`config.mk`:
```
export PLATFORM = sky130hd
export DESIGN_NAME = regfile_wb_ctrl
export DESIGN_NICKNAME = d
export VERILOG_FILES = /design/src/rtl/regfile_wb_ctrl.sv
export SDC_FILE = /design/constraint.sdc
export NUM_CORES = 1
export LEC_CHECK = 0
export ABC_CLOCK_PERIOD_IN_PS = 7340
export CAP_MARGIN = 20
export CORE_MARGIN = 4
export CORE_UTILIZATION = 40
export CTS_CLUSTER_DIAMETER = 50
export CTS_CLUSTER_SIZE = 24
export DETAILED_ROUTE_END_ITERATION = 8
export PLACE_DENSITY_LB_ADDON = 0.1
export SKIP_LAST_GASP = 1
export SYNTH_ARGS = -nofsm -noshare
export SYNTH_HDL_FRONTEND = slang
export SYNTH_SLANG_ARGS = --single-unit
```
`constraint.sdc`:
```
create_clock -name clk_i -period 7.34 [get_ports clk_i]
set_input_delay 1.835 -clock clk_i [delete_from_list [all_inputs] [get_ports clk_i]]
set_output_delay 1.835 -clock clk_i [all_outputs]
set_load 0.1 [all_outputs]
```
`src/rtl/regfile_wb_ctrl.sv`:
```
// Write-back controller: serialises the up-to-two register writes of each
// retiring instruction (E from the ALU, M from memory) onto a single
// register-file write port. A second write is held in a one-entry buffer
// that is exposed on pend_* so decode can forward from it.
//
// Handshake: an instruction is accepted on a rising edge of clk_i where
// w_valid_i = 1 and w_ready_o = 1. w_ready_o depends on state only and is
// never a function of w_valid_i; inputs in any other cycle are ignored.
module regfile_wb_ctrl #(
  parameter logic [3:0] RNONE = 4'hF,
  parameter int         DW    = 64
) (
  input  logic          clk_i,
  input  logic          rst_i,
  input  logic          w_valid_i,
  output logic          w_ready_o,
  input  logic [3:0]    w_dstE_i,
  input  logic [DW-1:0] w_valE_i,
  input  logic [3:0]    w_dstM_i,
  input  logic [DW-1:0] w_valM_i,
  output logic          reg_we_o,
  output logic [3:0]    reg_waddr_o,
  output logic [DW-1:0] reg_wdata_o,
  output logic [3:0]    pend_dst_o,
  output logic [DW-1:0] pend_val_o,
  output logic          dbg_state_o
);

  typedef enum logic {
    S_IDLE = 1'b0,
    S_WR_M = 1'b1
  } state_t;

  state_t        r_state;
  state_t        w_next_state;

  logic          r_we;
  logic [3:0]    r_waddr;
  logic [DW-1:0] r_wdata;
  logic [3:0]    r_buf_dst;
  logic [DW-1:0] r_buf_val;

  logic          w_we_n;
  logic [3:0]    w_waddr_n;
  logic [DW-1:0] w_wdata_n;
  logic [3:0]    w_buf_dst_n;
  logic [DW-1:0] w_buf_val_n;

  logic          w_accept;
  logic          w_has_e;
  logic          w_has_m;

  assign w_ready_o = (r_state == S_IDLE);
  assign w_accept  = w_valid_i && w_ready_o;
  assign w_has_e   = (w_dstE_i != RNONE);
  assign w_has_m   = (w_dstM_i != RNONE);

  // Next-state and next-write decode; idle write and empty buffer by default
  always_comb begin
    w_next_state = r_state;
    w_we_n       = 1'b0;
    w_waddr_n    = RNONE;
    w_wdata_n    = '0;
    w_buf_dst_n  = RNONE;
    w_buf_val_n  = '0;
    case (r_state)
      S_IDLE: begin
        if (w_accept) begin
          if (w_has_e && w_has_m && (w_dstE_i != w_dstM_i)) begin
            // Two distinct targets: E now, M parked for the next cycle
            w_we_n       = 1'b1;
            w_waddr_n    = w_dstE_i;
            w_wdata_n    = w_valE_i;
            w_buf_dst_n  = w_dstM_i;
            w_buf_val_n  = w_valM_i;
            w_next_state = S_WR_M;
          end else if (w_has_m) begin
            // M only, or same target for both: the memory result wins
            w_we_n    = 1'b1;
            w_waddr_n = w_dstM_i;
            w_wdata_n = w_valM_i;
          end else if (w_has_e) begin
            w_we_n    = 1'b1;
            w_waddr_n = w_dstE_i;
            w_wdata_n = w_valE_i;
          end
        end
      end
      S_WR_M: begin
        w_we_n       = 1'b1;
        w_waddr_n    = r_buf_dst;
        w_wdata_n    = r_buf_val;
        w_next_state = S_IDLE;
      end
      default: w_next_state = S_IDLE;
    endcase
  end

  // State register; reset drops any parked M write
  always_ff @(posedge clk_i or posedge rst_i) begin
    if (rst_i) begin
      r_state <= S_IDLE;
    end else begin
      r_state <= w_next_state;
    end
  end

  // Registered write port and pending-write buffer
  always_ff @(posedge clk_i or posedge rst_i) begin
    if (rst_i) begin
      r_we      <= 1'b0;
      r_waddr   <= RNONE;
      r_wdata   <= '0;
      r_buf_dst <= RNONE;
      r_buf_val <= '0;
    end else begin
      r_we      <= w_we_n;
      r_waddr   <= w_waddr_n;
      r_wdata   <= w_wdata_n;
      r_buf_dst <= w_buf_dst_n;
      r_buf_val <= w_buf_val_n;
    end
  end

  assign reg_we_o    = r_we;
  assign reg_waddr_o = r_waddr;
  assign reg_wdata_o = r_wdata;
  assign pend_dst_o  = (r_state == S_WR_M) ? r_buf_dst : RNONE;
  assign pend_val_o  = (r_state == S_WR_M) ? r_buf_val : '0;
  assign dbg_state_o = r_state;

endmodule

```
==> flow_summary.ini <==
[outcome]
outcome = finished clean

[power]
power_switching_uw = 892
cell_internal_pwr_uw = 1500
irDropWorstVdd_mv = 0.168
report.power.total_uw = 2400
power_leakage_uw = 0.00444
power_frac_clock_pct = 32.2
p_per_area_nw_per_um2 = 258
comb_power_share_pct = 32.3
switching_share_pct = 37.2
seqPwrFrac_pct = 35.6

[global_route]
via_count_of_the_first_global_routing_pass = 5492
grt_pass1_wl_um = 29200
grt_antenna_before_repair = 0
overflow = 0
grt_max_degree = 77
grt_util_all_layers_pct = 22.3

[worst_setup_path]
setup.worst_path.class = reg2out
critical_path_slowest_stage_cell = clkdlybuf4s50_1
timing.rr.end = r_buf_val[34]
crit_path_max_fanout = 47
cp.arrival_ns = 3.03
critPathMaxStageDelay_ns = 1.13
rrSetupSlack_ns = 5.16
cp_cell_sequence = buf_4 -> nand2_1 -> inv_1 -> clkdlybuf4s50_1
timing.critical_path.to_type = output pin
ff2ff_path_depth = 3
critical_path.startpoint_type = flip-flop
timing.critical_path.required_ns = 5.51
critical_path.reg2reg.startpoint = dbg_state_o

[clock_network]
clk_sink_count = 138
clock_tree.htree_level_count = 4
cts_repair_resize_count = 0
tritoncts = built
post-cts-setup-buffers = 0
clockRootBuffer = clkbuf_16
cts_inserted_buffers = 17
clock_latency_ns = 0.41
cts.hold.buffers_added = 0
max-clock-path-buffers = 2
worst_setup_hold_path_clk_slew_ns = 0.06

[floorplan]
std_cell_rows = 44
die-area_um2 = 16800
num_io_pins = 278
chipHeight_um = 130
die_width_um = 130
coreArea_um2 = 14500
initial_utilization_pct = 40.8

[routing]
drt-initial-drc-count = 261
drc = 0
finalWirelength_um = 19200
drt-wirelength-per-cell_um = 18.2
tritonroute_pass_1_iters = 4
vias = 5372
route.antenna.remaining_nets = 0
detail_route.vias_per_cell = 5.10

[sta]
clock-skew-final_ns = 0.00652
finalCritPeriodShare_pct = 66.3
minimum_hold_slack_ns = 0.476
finalHoldViolations = 0
relSlewSlack_pct = 29.2
timing.fmax_ghz = 0.205
final-setup-viol-count = 0
max_slew.worst_pin.slew_ns = 1.06
fin_setup_tns_ns = 0
min_period_ns = 4.87
rsz0062_at_grt = false
timing.final.max_slew_violations = 0

[cells_and_area]
post_route_cells_drive_above_1_share_pct = 5.75
stdcell_area_um2 = 9290
layout.filler_cells = 1203
synthToLayoutAreaGrowth_pct = 57.2
num_antenna_cells = 0
final_nets = 996

[worst_hold_path]
worstHoldStart = r_buf_val[31]
depth_of_the_worst_hold_timing_path = 2
min_path_type = reg2reg
worst_hold_path.endpoint = reg_wdata_o[31]

[synth]
yosysUniqueCellTypes = 23
synth.largest_area_cell = dfrtp_1
synthFlopType = dfrtp_1
asyncSetResetFlopFracSynth_pct = 100
post_synth.cell_area_avg_um2 = 9.82
synth.yosys.seq_area_share_pct = 58.6
synth_fp_nets = 741
yosysTopAreaCellShare_pct = 55.0
synth.area.top_cells = dfrtp_1, a21oi_1, o31ai_1
syn_inst = 602
synth_warnings = 0
synth.cell_area_um2 = 5910
synth-seq-cells = 138
synth_edf_count = 0

[placed_design]
detailedPlacementHpwl_um = 13000
postPlaceCellArea_um2 = 8760
place_congestion = 0.820
port-buffer-count = 277

[flow_run]
maxCapViolations = 0
==> critical path: cells and delay by family, from the launching register on <==
kind	cells	cell delay [ns]
DFF	1	0.64
buffers and inverters	3	1.77
and+or+nand+nor	1	0.19
==> power groups by stage <==
stage / logic (uW) / clock network, uW / registers [uW]
after CTS: 778 / 787 / 853
after detailed placement: 776 / 0 / 866
after global placement: 771 / 0 / 863
after floorplan: 239 / 0 / 1160
final: 773 / 770 / 852
after global routing: 805 / 825 / 857
==> cell usage in the layout, fill, tap and decap left out, types with 2 or more instances in the layout <==
cell               n
clkinv_2           8
buf_4              8
nand2_1           65
xor2_1             4
a21boi_0           4
clkbuf_16         17
o21ai_0            5
o31ai_1           64
and2_1            64
clkdlybuf4s50_1  277
nand2b_1           4
inv_1             65
dfrtp_1          129
nand4_1            2
dfstp_2            8
or3_1              4
clkbuf_1           4
a21oi_1          128
==> layout make-up <==
class                           instances  area, um^2  share of cell area (%)
Sequential cell                       138        3460                    37.3
Multi-Input combinational cell        349        1980                    21.3
Timing Repair Buffer                  285        2830                    30.5
Clock inverter                         10        77.6                   0.835
Inverter                               66         253                    2.72
Clock buffer                           22         454                    4.89
Tap cell                              184         230                    2.48
==> sequential cells by signal, indices dropped and copies added, names as in the netlist <==
signal,flops
reg_we_o,1
dbg_state_o,1
r_buf_dst,4
reg_wdata_o,64
r_buf_val,64
reg_waddr_o,4
==> cells in the mapped netlist (all sizes together), types with 2 or more instances <==
library cell,n
dfrtp,130
a21oi,128
inv,66
nand2,66
and2,64
o31ai,64
clkbuf,30
buf,19
dfstp,8
o21ai,5
a21boi,4
nand2b,4
or3,4
xor2,4
nand4,2
==> per-layer routing <==
layer | share of wire (%) | vias up | GRT usage (%)
li1 | - | 2515 | -
met1 | 40 | 2603 | 27.3
met2 | 49 | 217 | 36.4
met3 | 8.4 | 37 | 7.34
met4 | 2.9 | 0 | 9.35
met5 | 0 | - | 0
==> metrics by stage <==
stage | worst slack (ns) | std cells | util, %
floorplan | 1.82 | 602 | -
global placement | 2.52 | 1022 | 60.5
detailed placement | 2.45 | 1022 | 60.5
CTS | 2.41 | 1054 | 64.2
global route | 2.30 | 1054 | 64.2
finish | 2.47 | 1054 | 64.2
==> worst max-delay path by stage <==
stage                            from             end  slack [ns]  cells past startpoint
after floorplan                 rst_i     dbg_state_o        1.82                      1
after global placement    w_dstM_i[2]   r_buf_val[33]        2.52                      6
after detailed placement  w_dstM_i[3]   r_buf_val[34]        2.45                      6
after CTS                 dbg_state_o  pend_val_o[15]        2.41                      4
after global routing      dbg_state_o  pend_val_o[30]        2.30                      4
final                     dbg_state_o  pend_val_o[15]        2.47                      4
==> cell families after synthesis <==
group | Yosys count | share of synthesized area, %
xor gates and xnor gates | 4 | 0.593
AOI/OAI and AO/OA | 203 | 20.6
DFF | 138 | 58.6
buffers and inverters | 115 | 8.02
and+or+nand+nor | 142 | 12.2
Note: power is estimated with default switching activity, not from simulation.
